[config.mk]
export PLATFORM = sky130hd
export DESIGN_NAME = board_mem_arbiter
export DESIGN_NICKNAME = d
export VERILOG_FILES = /design/src/rtl/othello_pkg.sv /design/src/rtl/starve_counter.sv /design/src/rtl/board_mem_arbiter.sv
export SDC_FILE = /design/constraint.sdc
export NUM_CORES = 1
export LEC_CHECK = 0
export CAP_MARGIN = 10
export CORE_ASPECT_RATIO = 1.5
export CORE_MARGIN = 4
export CORE_UTILIZATION = 33
export CTS_BUF_LIST = sky130_fd_sc_hd__clkbuf_8
export DETAILED_ROUTE_END_ITERATION = 16
export PLACE_DENSITY = 0.77
export SLEW_MARGIN = 20
export SYNTH_ARGS = -nofsm -noshare
export SYNTH_HDL_FRONTEND = slang
export SYNTH_SLANG_ARGS = --single-unit
[constraint.sdc]
create_clock -name clock -period 2.5 [get_ports clock]
set_input_delay 0.25 -clock clock [delete_from_list [all_inputs] [get_ports clock]]
set_output_delay 0.25 -clock clock [all_outputs]
set_load 0.005 [all_outputs]
[src/rtl/othello_pkg.sv]
// rtl/othello_pkg.sv - shared board constants, cell codes and requester ids
package othello_pkg;

    localparam int BOARD_W = 10;
    localparam int CELLS   = 100;

    localparam logic [1:0] CELL_EMPTY  = 2'b00;
    localparam logic [1:0] CELL_BLACK  = 2'b01;
    localparam logic [1:0] CELL_WHITE  = 2'b10;
    localparam logic [1:0] CELL_BORDER = 2'b11;

    // Address deltas for walking the bordered board one cell per step
    localparam int STEP_N = -10;
    localparam int STEP_S = 10;
    localparam int STEP_W = -1;
    localparam int STEP_E = 1;

    typedef enum logic [1:0] {
        REQ_NONE = 2'd0,
        REQ_FLIP = 2'd1,
        REQ_VALI = 2'd2,
        REQ_DISP = 2'd3
    } req_id_t;

endpackage

[src/rtl/starve_counter.sv]
// rtl/starve_counter.sv - saturating starvation counter with clear and at_limit flag
module starve_counter #(
    parameter int LIMIT = 8,
    parameter int W     = $clog2(LIMIT + 1)
) (
    input  logic clock,
    input  logic reset,
    input  logic inc,
    input  logic clear,
    output logic at_limit
);

    localparam logic [W-1:0] LIM = W'(LIMIT);

    logic [W-1:0] cnt;

    always_ff @(posedge clock or posedge reset) begin
        if (reset) begin
            cnt <= '0;
        end else if (clear) begin
            cnt <= '0;
        end else if (inc && (cnt != LIM)) begin
            cnt <= cnt + W'(1);
        end
    end

    assign at_limit = (cnt == LIM);

endmodule

[src/rtl/board_mem_arbiter.sv]
// rtl/board_mem_arbiter.sv - fixed-priority board RAM arbiter with display anti-starvation
module board_mem_arbiter #(
    parameter int ADDR_W       = 7,
    parameter int DATA_W       = 2,
    parameter int CELLS        = othello_pkg::CELLS,
    parameter int STARVE_LIMIT = 8
) (
    input  logic              clock,
    input  logic              reset,
    input  logic              flip_req_i,
    input  logic              flip_we_i,
    input  logic [ADDR_W-1:0] flip_addr_i,
    input  logic [DATA_W-1:0] flip_wdata_i,
    output logic              flip_gnt_o,
    output logic              flip_rvalid_o,
    input  logic              vali_req_i,
    input  logic [ADDR_W-1:0] vali_addr_i,
    output logic              vali_gnt_o,
    output logic              vali_rvalid_o,
    input  logic              disp_req_i,
    input  logic [ADDR_W-1:0] disp_addr_i,
    output logic              disp_gnt_o,
    output logic              disp_rvalid_o,
    output logic [DATA_W-1:0] rdata_o,
    output logic              oob_o,
    output logic [ADDR_W-1:0] mem_addr_o,
    output logic              mem_we_o,
    output logic [DATA_W-1:0] mem_wdata_o,
    input  logic [DATA_W-1:0] mem_rdata_i
);

    import othello_pkg::*;

    localparam int              CNT_W   = $clog2(STARVE_LIMIT + 1);
    localparam logic [ADDR_W:0] CELLS_L = CELLS[ADDR_W:0];

    req_id_t           sel;
    req_id_t           owner_q;
    logic [ADDR_W-1:0] sel_addr;
    logic              sel_read;
    logic              in_range;
    logic              at_limit;
    logic              oob_q;

    always_comb begin
        sel = REQ_NONE;
        if (reset) begin
            sel = REQ_NONE;
        end else if (at_limit && disp_req_i) begin
            sel = REQ_DISP;
        end else if (flip_req_i) begin
            sel = REQ_FLIP;
        end else if (vali_req_i) begin
            sel = REQ_VALI;
        end else if (disp_req_i) begin
            sel = REQ_DISP;
        end
    end

    always_comb begin
        sel_addr = '0;
        sel_read = 1'b0;
        case (sel)
            REQ_FLIP: begin
                sel_addr = flip_addr_i;
                sel_read = !flip_we_i;
            end
            REQ_VALI: begin
                sel_addr = vali_addr_i;
                sel_read = 1'b1;
            end
            REQ_DISP: begin
                sel_addr = disp_addr_i;
                sel_read = 1'b1;
            end
            default: ;
        endcase
    end

    assign in_range    = ({1'b0, sel_addr} < CELLS_L);
    assign flip_gnt_o  = (sel == REQ_FLIP);
    assign vali_gnt_o  = (sel == REQ_VALI);
    assign disp_gnt_o  = (sel == REQ_DISP);
    assign mem_addr_o  = sel_addr;
    assign mem_we_o    = flip_gnt_o && flip_we_i && in_range;
    assign mem_wdata_o = flip_gnt_o ? flip_wdata_i : '0;

    starve_counter #(
        .LIMIT (STARVE_LIMIT),
        .W     (CNT_W)
    ) u_starve (
        .clock    (clock),
        .reset    (reset),
        .inc      (disp_req_i && !disp_gnt_o),
        .clear    (!disp_req_i || disp_gnt_o),
        .at_limit (at_limit)
    );

    // Owner tag remembers who gets the RAM output next cycle; writes leave it NONE
    always_ff @(posedge clock or posedge reset) begin
        if (reset) begin
            owner_q <= REQ_NONE;
            oob_q   <= 1'b0;
        end else begin
            owner_q <= sel_read ? sel : REQ_NONE;
            oob_q   <= (sel != REQ_NONE) && !in_range;
        end
    end

    assign flip_rvalid_o = (owner_q == REQ_FLIP);
    assign vali_rvalid_o = (owner_q == REQ_VALI);
    assign disp_rvalid_o = (owner_q == REQ_DISP);
    assign oob_o         = oob_q;

    // Out-of-range reads return the border code instead of whatever the RAM aliased to
    always_comb begin
        rdata_o = '0;
        if (owner_q != REQ_NONE) begin
            rdata_o = oob_q ? {DATA_W{1'b1}} : mem_rdata_i;
        end
    end

endmodule

* Word-level counts from Yosys, hierarchy flattened
Cells that the tools add are included. Widths: inputs -> output; s select.
Word-level totals: flip-flop bits (word level) 7, bits in latches 0, bits in writable memories 0, bits in read-only memories 0, output and inout port bits 19, memories 0
Cells by class: add/sub/neg operators 1, $mul 0, div/mod/pow operators 0, $lt $le $gt $ge 1, equality and inequality tests 8, shift operators 0, mux-type cells 13, bitwise gates (word level) 0, reduce and logical (&&, ||, !) cells 15
Operators by type and width (number):
- $pmux 7 s3 | 1
- $mux 2 | 9
- $eq 2x2->1 const B | 4
- $mux 4 | 2
- $lt 7x7->1 const B | 1
- $logic_and 1x1->1 | 6
- $reduce_bool 2->1 | 3
- $add 4x1->4 const B | 1
- $eq 2x1->1 const B | 2
- $eq 4x4->1 const B | 1
- $logic_not 1->1 | 4
- $ne 4x4->1 const B | 1
- $pmux 1 s2 | 1
- $reduce_or 2->1 | 1
- $logic_or 1x1->1 | 1

* Logic depth before layout (Yosys ltp)
word-level depth 11, gate-level depth with buffers 7, gate-level depth less buffers 7

* By module
From an unflattened synthesis, not the netlist that was laid out.
Unflattened totals: cell total of the unflattened synthesis 85, area, all modules 679.4 µm²
Modules (own cells, without submodules):
- board_mem_arbiter | instances 1, cells each 60, area an instance 442.9 µm²
- starve_counter | instances 1, cells each 25, area an instance 236.5 µm²

* Worst setup path after synthesis
Ideal clock, no wire load.
path type register to output, start reg u_starve.cnt[0], end out mem_we_o, arrival 1.594 ns, required time 2.250 ns, setup slack 0.656 ns, cell stages (with the launch flop) 8, path buffers 0, path through dfrtp_1 inv_1 ha_1 nand3b_4 a21boi_4 a32oi_2 a311oi_2 nor4_2
Between the ends: longest elaborated chain between the ends 8
RTL lines:
- from (decl) | RTL line starve_counter.sv:15 | logic [W-1:0] cnt;
- from (signal assigned) | RTL line starve_counter.sv:23 | cnt <= cnt + W'(1);
- $eq 4x4->1 (*) | RTL line starve_counter.sv:27 | assign at_limit = (cnt == LIM);
- $logic_and 1x1->1 (*) | RTL line board_mem_arbiter.sv:49 | end else if (at_limit && disp_req_i) begin
- $mux 2 (*) | RTL line board_mem_arbiter.sv:49
- $mux 2 (*) | RTL line board_mem_arbiter.sv:47 | if (reset) begin
- $eq 2x2->1 or $eq 2x1->1 (tied branches) | RTL line board_mem_arbiter.sv:63, board_mem_arbiter.sv:81
- $pmux 7 s3 | RTL line board_mem_arbiter.sv:63 | case (sel)
- $lt 7x7->1 | RTL line board_mem_arbiter.sv:80 | assign in_range = ({1'b0, sel_addr} < CELLS_L);
- $logic_and 1x1->1 (*) | RTL line board_mem_arbiter.sv:85 | assign mem_we_o = flip_gnt_o && flip_we_i && in_range;
- to (decl) | RTL line board_mem_arbiter.sv:27 | output logic mem_we_o,
Mark *: on every way between the ends. The rest lies on a longest branch, timed or not.

* Final worst setup path
Ends and elaborated chain as after synthesis.

==> results.yml <==
worst_setup_path:
  slowest_stage: "dfrtp_1"
  crit_required_ps: 2250
  max_stage_delay_ps: 410
  crit_arrival_ps: 2150
  start_kind: "register"
  path_cells: "inv_2 -> ha_4 -> nand3b_4 -> a21boi_4 -> buf_4 -> a32oi_2 -> a311oi_2 -> nor4_2 -> dlygate4sd2_1"
  worstSetupEndpointType: "primary output"
  worst-setup-path-type: "register to primary output"
  crit_fanout: 7
floorplan:
  die_area_sq_um: 2922
  rows: 20
  die_w_um: 45.49
  die_height_um: 64.23
  initial_utilization: 0.3432
  io_pins: 50
  core_area_sq_um: 2027
final_layout:
  instances_no_fill: 169
  layout.nets: 181
  diodes: 0
  final_area_sq_um: 1353
  area_delta_synth_final_pct: 94.42
  final_core_util: 0.6673
  drive_gt1_frac: 0.1769
placed_design:
  place_worst_setup_slack_ps: -21.62
  placed_area_sq_um: 1274
  io_buffers: 49
  gp_congestion: 0.7682
  dpl.hpwl_mm: 1.937
  placedCellCount: 163
yosys:
  yosysMostFrequentCell: "nand2_1"
  synth_top_family_by_area: "compound AO/OA/AOI/OAI gates"
  yosysWarnings: 0
  ys.flop_type: "dfrtp_1"
  syn_area_sq_um: 695.7
  ys_async_sr_fraction: 1.000
  synthesis.instances: 85
  ys_seq_elements: 7
  ys_types: 27
  syn_nets: 118
  yosysSeqAreaShare: 0.2518
  syn_area_per_cell_sq_um: 8.184
  yosys.area_share.adder: 0.03597
  synth-simple-area-share: 0.3183
  synth_common_cells: "10 x nand2_1, 8 x nor2_1"
  synth-xor-area-share: 0.02518
  synth_area_leaders: "dfrtp_1 25%, and2_1 6.3%, nand2_1 5.4%"
  synth_top_area_frac: 0.2518
  synthMuxAreaShare: 0
  synth_compound_area_frac: 0.3201
  synth_edf_count: 0
  yosysTopAreaCell: "dfrtp_1"
sta:
  rsz0062_at_grt: "no"
  finalMaxSlewViolations: 0
  hold_violations: 0
  setup_viol: 0
  fin_crit_ps: 2398
  skew_ps: 1.388
  max_clock_freq_mhz: 417.0
  whs_ps: 509.0
  finalSetupTns_ps: 0
  worst-slew-pin-transition_ps: 305.5
  max_slew_margin: 0.7959
  period_share: 0.9592
  fin_ws_ps: 102.1
job:
  max_cap_violations: 0
power:
  finalPower_mw: 0.4673
  power_density_nw_per_um2: 345.5
  vdd_ir_drop_max_v: 0.0001764
  p_leak_nw: 0.6149
cts:
  cts-root-buf: "clkbuf_8"
  cts_made_buffers: 3
  path_clk_slew_ps: 40
  cts_tree: "done"
  clockBufferDepth: 2
  cts.htree.levels: 1
  clock_latency_ps: 230
  clkSinkCount: 7
  ctsHoldBuffers: 0
global_route:
  antenna_found_initial: 0
  grt_pass1_wl_mm: 3.822
  grt_max_degree: 11
  grt_overflow_total: 0
  grt_usage: 0.1726
  grt_pass1_vias: 890
routing:
  drt_wl_total_mm: 2.256
  firstDrtPassIters: 2
  wl_per_cell_um: 13.35
  final_antenna_net_count: 0
  num_vias: 843
  remaining_drc_errors: 0
  vias_per_cell: 4.988
  drt-initial-drc-count: 10
run_status:
  status: "finished, final reports clean"
hold_path:
  worstHoldPathType: "input pin to async pin"
[critical path: cells and delay by family, from the launching register on]
family	cells	cell delay [ps]
AOI/OAI and AO/OA	3	660
buffers and inverters	3	510
DFF	1	410
and+or+nand+nor	2	190
adders and majority gates	1	160
[layout make-up]
type | count | area [sq um]
multi-input combinational | 69 | 506.7
fill | 180 | 674.4
clock inverter | 1 | 3.754
sequential | 7 | 175.2
inverter | 7 | 26.28
clock buffer | 3 | 41.29
tap | 22 | 27.53
timing repair buffer | 60 | 571.8
[routing by layer]
layer,up-vias,track usage,wire length [um]
met4,0,0.05495,31
li1,430,-,-
met2,24,0.3374,1309
met3,3,0.03099,111
met5,-,0,0
met1,386,0.1655,803
[worst paths after layout]
| path | startpoint | to | slack (ps) | cells after the start |
|---|---|---|---|---|
| worst max register to register | u_starve.cnt[0]$_DFFE_PP0P_ | oob_o$_DFF_PP0_ | 790 | 7 |
| worst min-delay path | reset | u_starve.cnt[1]$_DFFE_PP0P_ | 510 | 4 |
| worst max-delay path | u_starve.cnt[0]$_DFFE_PP0P_ | mem_we_o | 100 | 9 |
| max in group asynchronous | reset | owner_q[1]$_DFF_PP0_ | 1860 | 4 |
| min in group clock | u_starve.cnt[2]$_DFFE_PP0P_ | u_starve.cnt[2]$_DFFE_PP0P_ | 620 | 3 |
| worst min register to register | u_starve.cnt[2]$_DFFE_PP0P_ | u_starve.cnt[2]$_DFFE_PP0P_ | 620 | 3 |
[power by group]
group | leakage (nW) | switching (mW) | internal [mW]
Combinational | 0.494 | 0.0670 | 0.115
Clock | 0.0269 | 0.0505 | 0.106
Sequential | 0.0936 | 0.00752 | 0.121
[registers in the layout, summed over array words and instances, names as in the netlist]
| name | count |
|---|---|
| u_starve.cnt | 4 |
| owner_q | 2 |
| oob_o | 1 |
[placed cells by master (no fill, tap or decap), types with 2 or more instances in the layout]
cell type / Yosys / layout
inv_1: 7 / 6
nand3_1: 4 / 4
buf_4: 0 / 11
and2_1: 7 / 7
dfrtp_1: 7 / 7
a22o_1: 3 / 3
a21oi_1: 5 / 5
inv_2: 0 / 2
nor2_1: 8 / 8
o21ai_0: 7 / 7
o22a_1: 2 / 2
nor2b_1: 3 / 3
a32oi_2: 2 / 3
clkdlybuf4s50_1: 0 / 48
clkbuf_8: 0 / 3
nand2_1: 10 / 10
a32oi_1: 3 / 2
a22oi_1: 2 / 2
[timing repair]
action / 4_1_cts / 5_1_grt
endpoints found under the setup margin: 5 / 6
resized for setup: 2 / 4
pin swaps: 0 / 2
setup buffers: 0 / 2
[cell families (layout without fill, tap and decap cells)]
| kind of cell | Yosys count | count (layout) |
|---|---|---|
| and+or+nand+nor | 37 | 37 |
| AOI/OAI and AO/OA | 28 | 28 |
| buffers and inverters | 9 | 71 |
| DFF | 7 | 7 |
| adders and majority gates | 2 | 2 |
| xor gates and xnor gates | 2 | 2 |
Power figures use the tool's default switching activity.
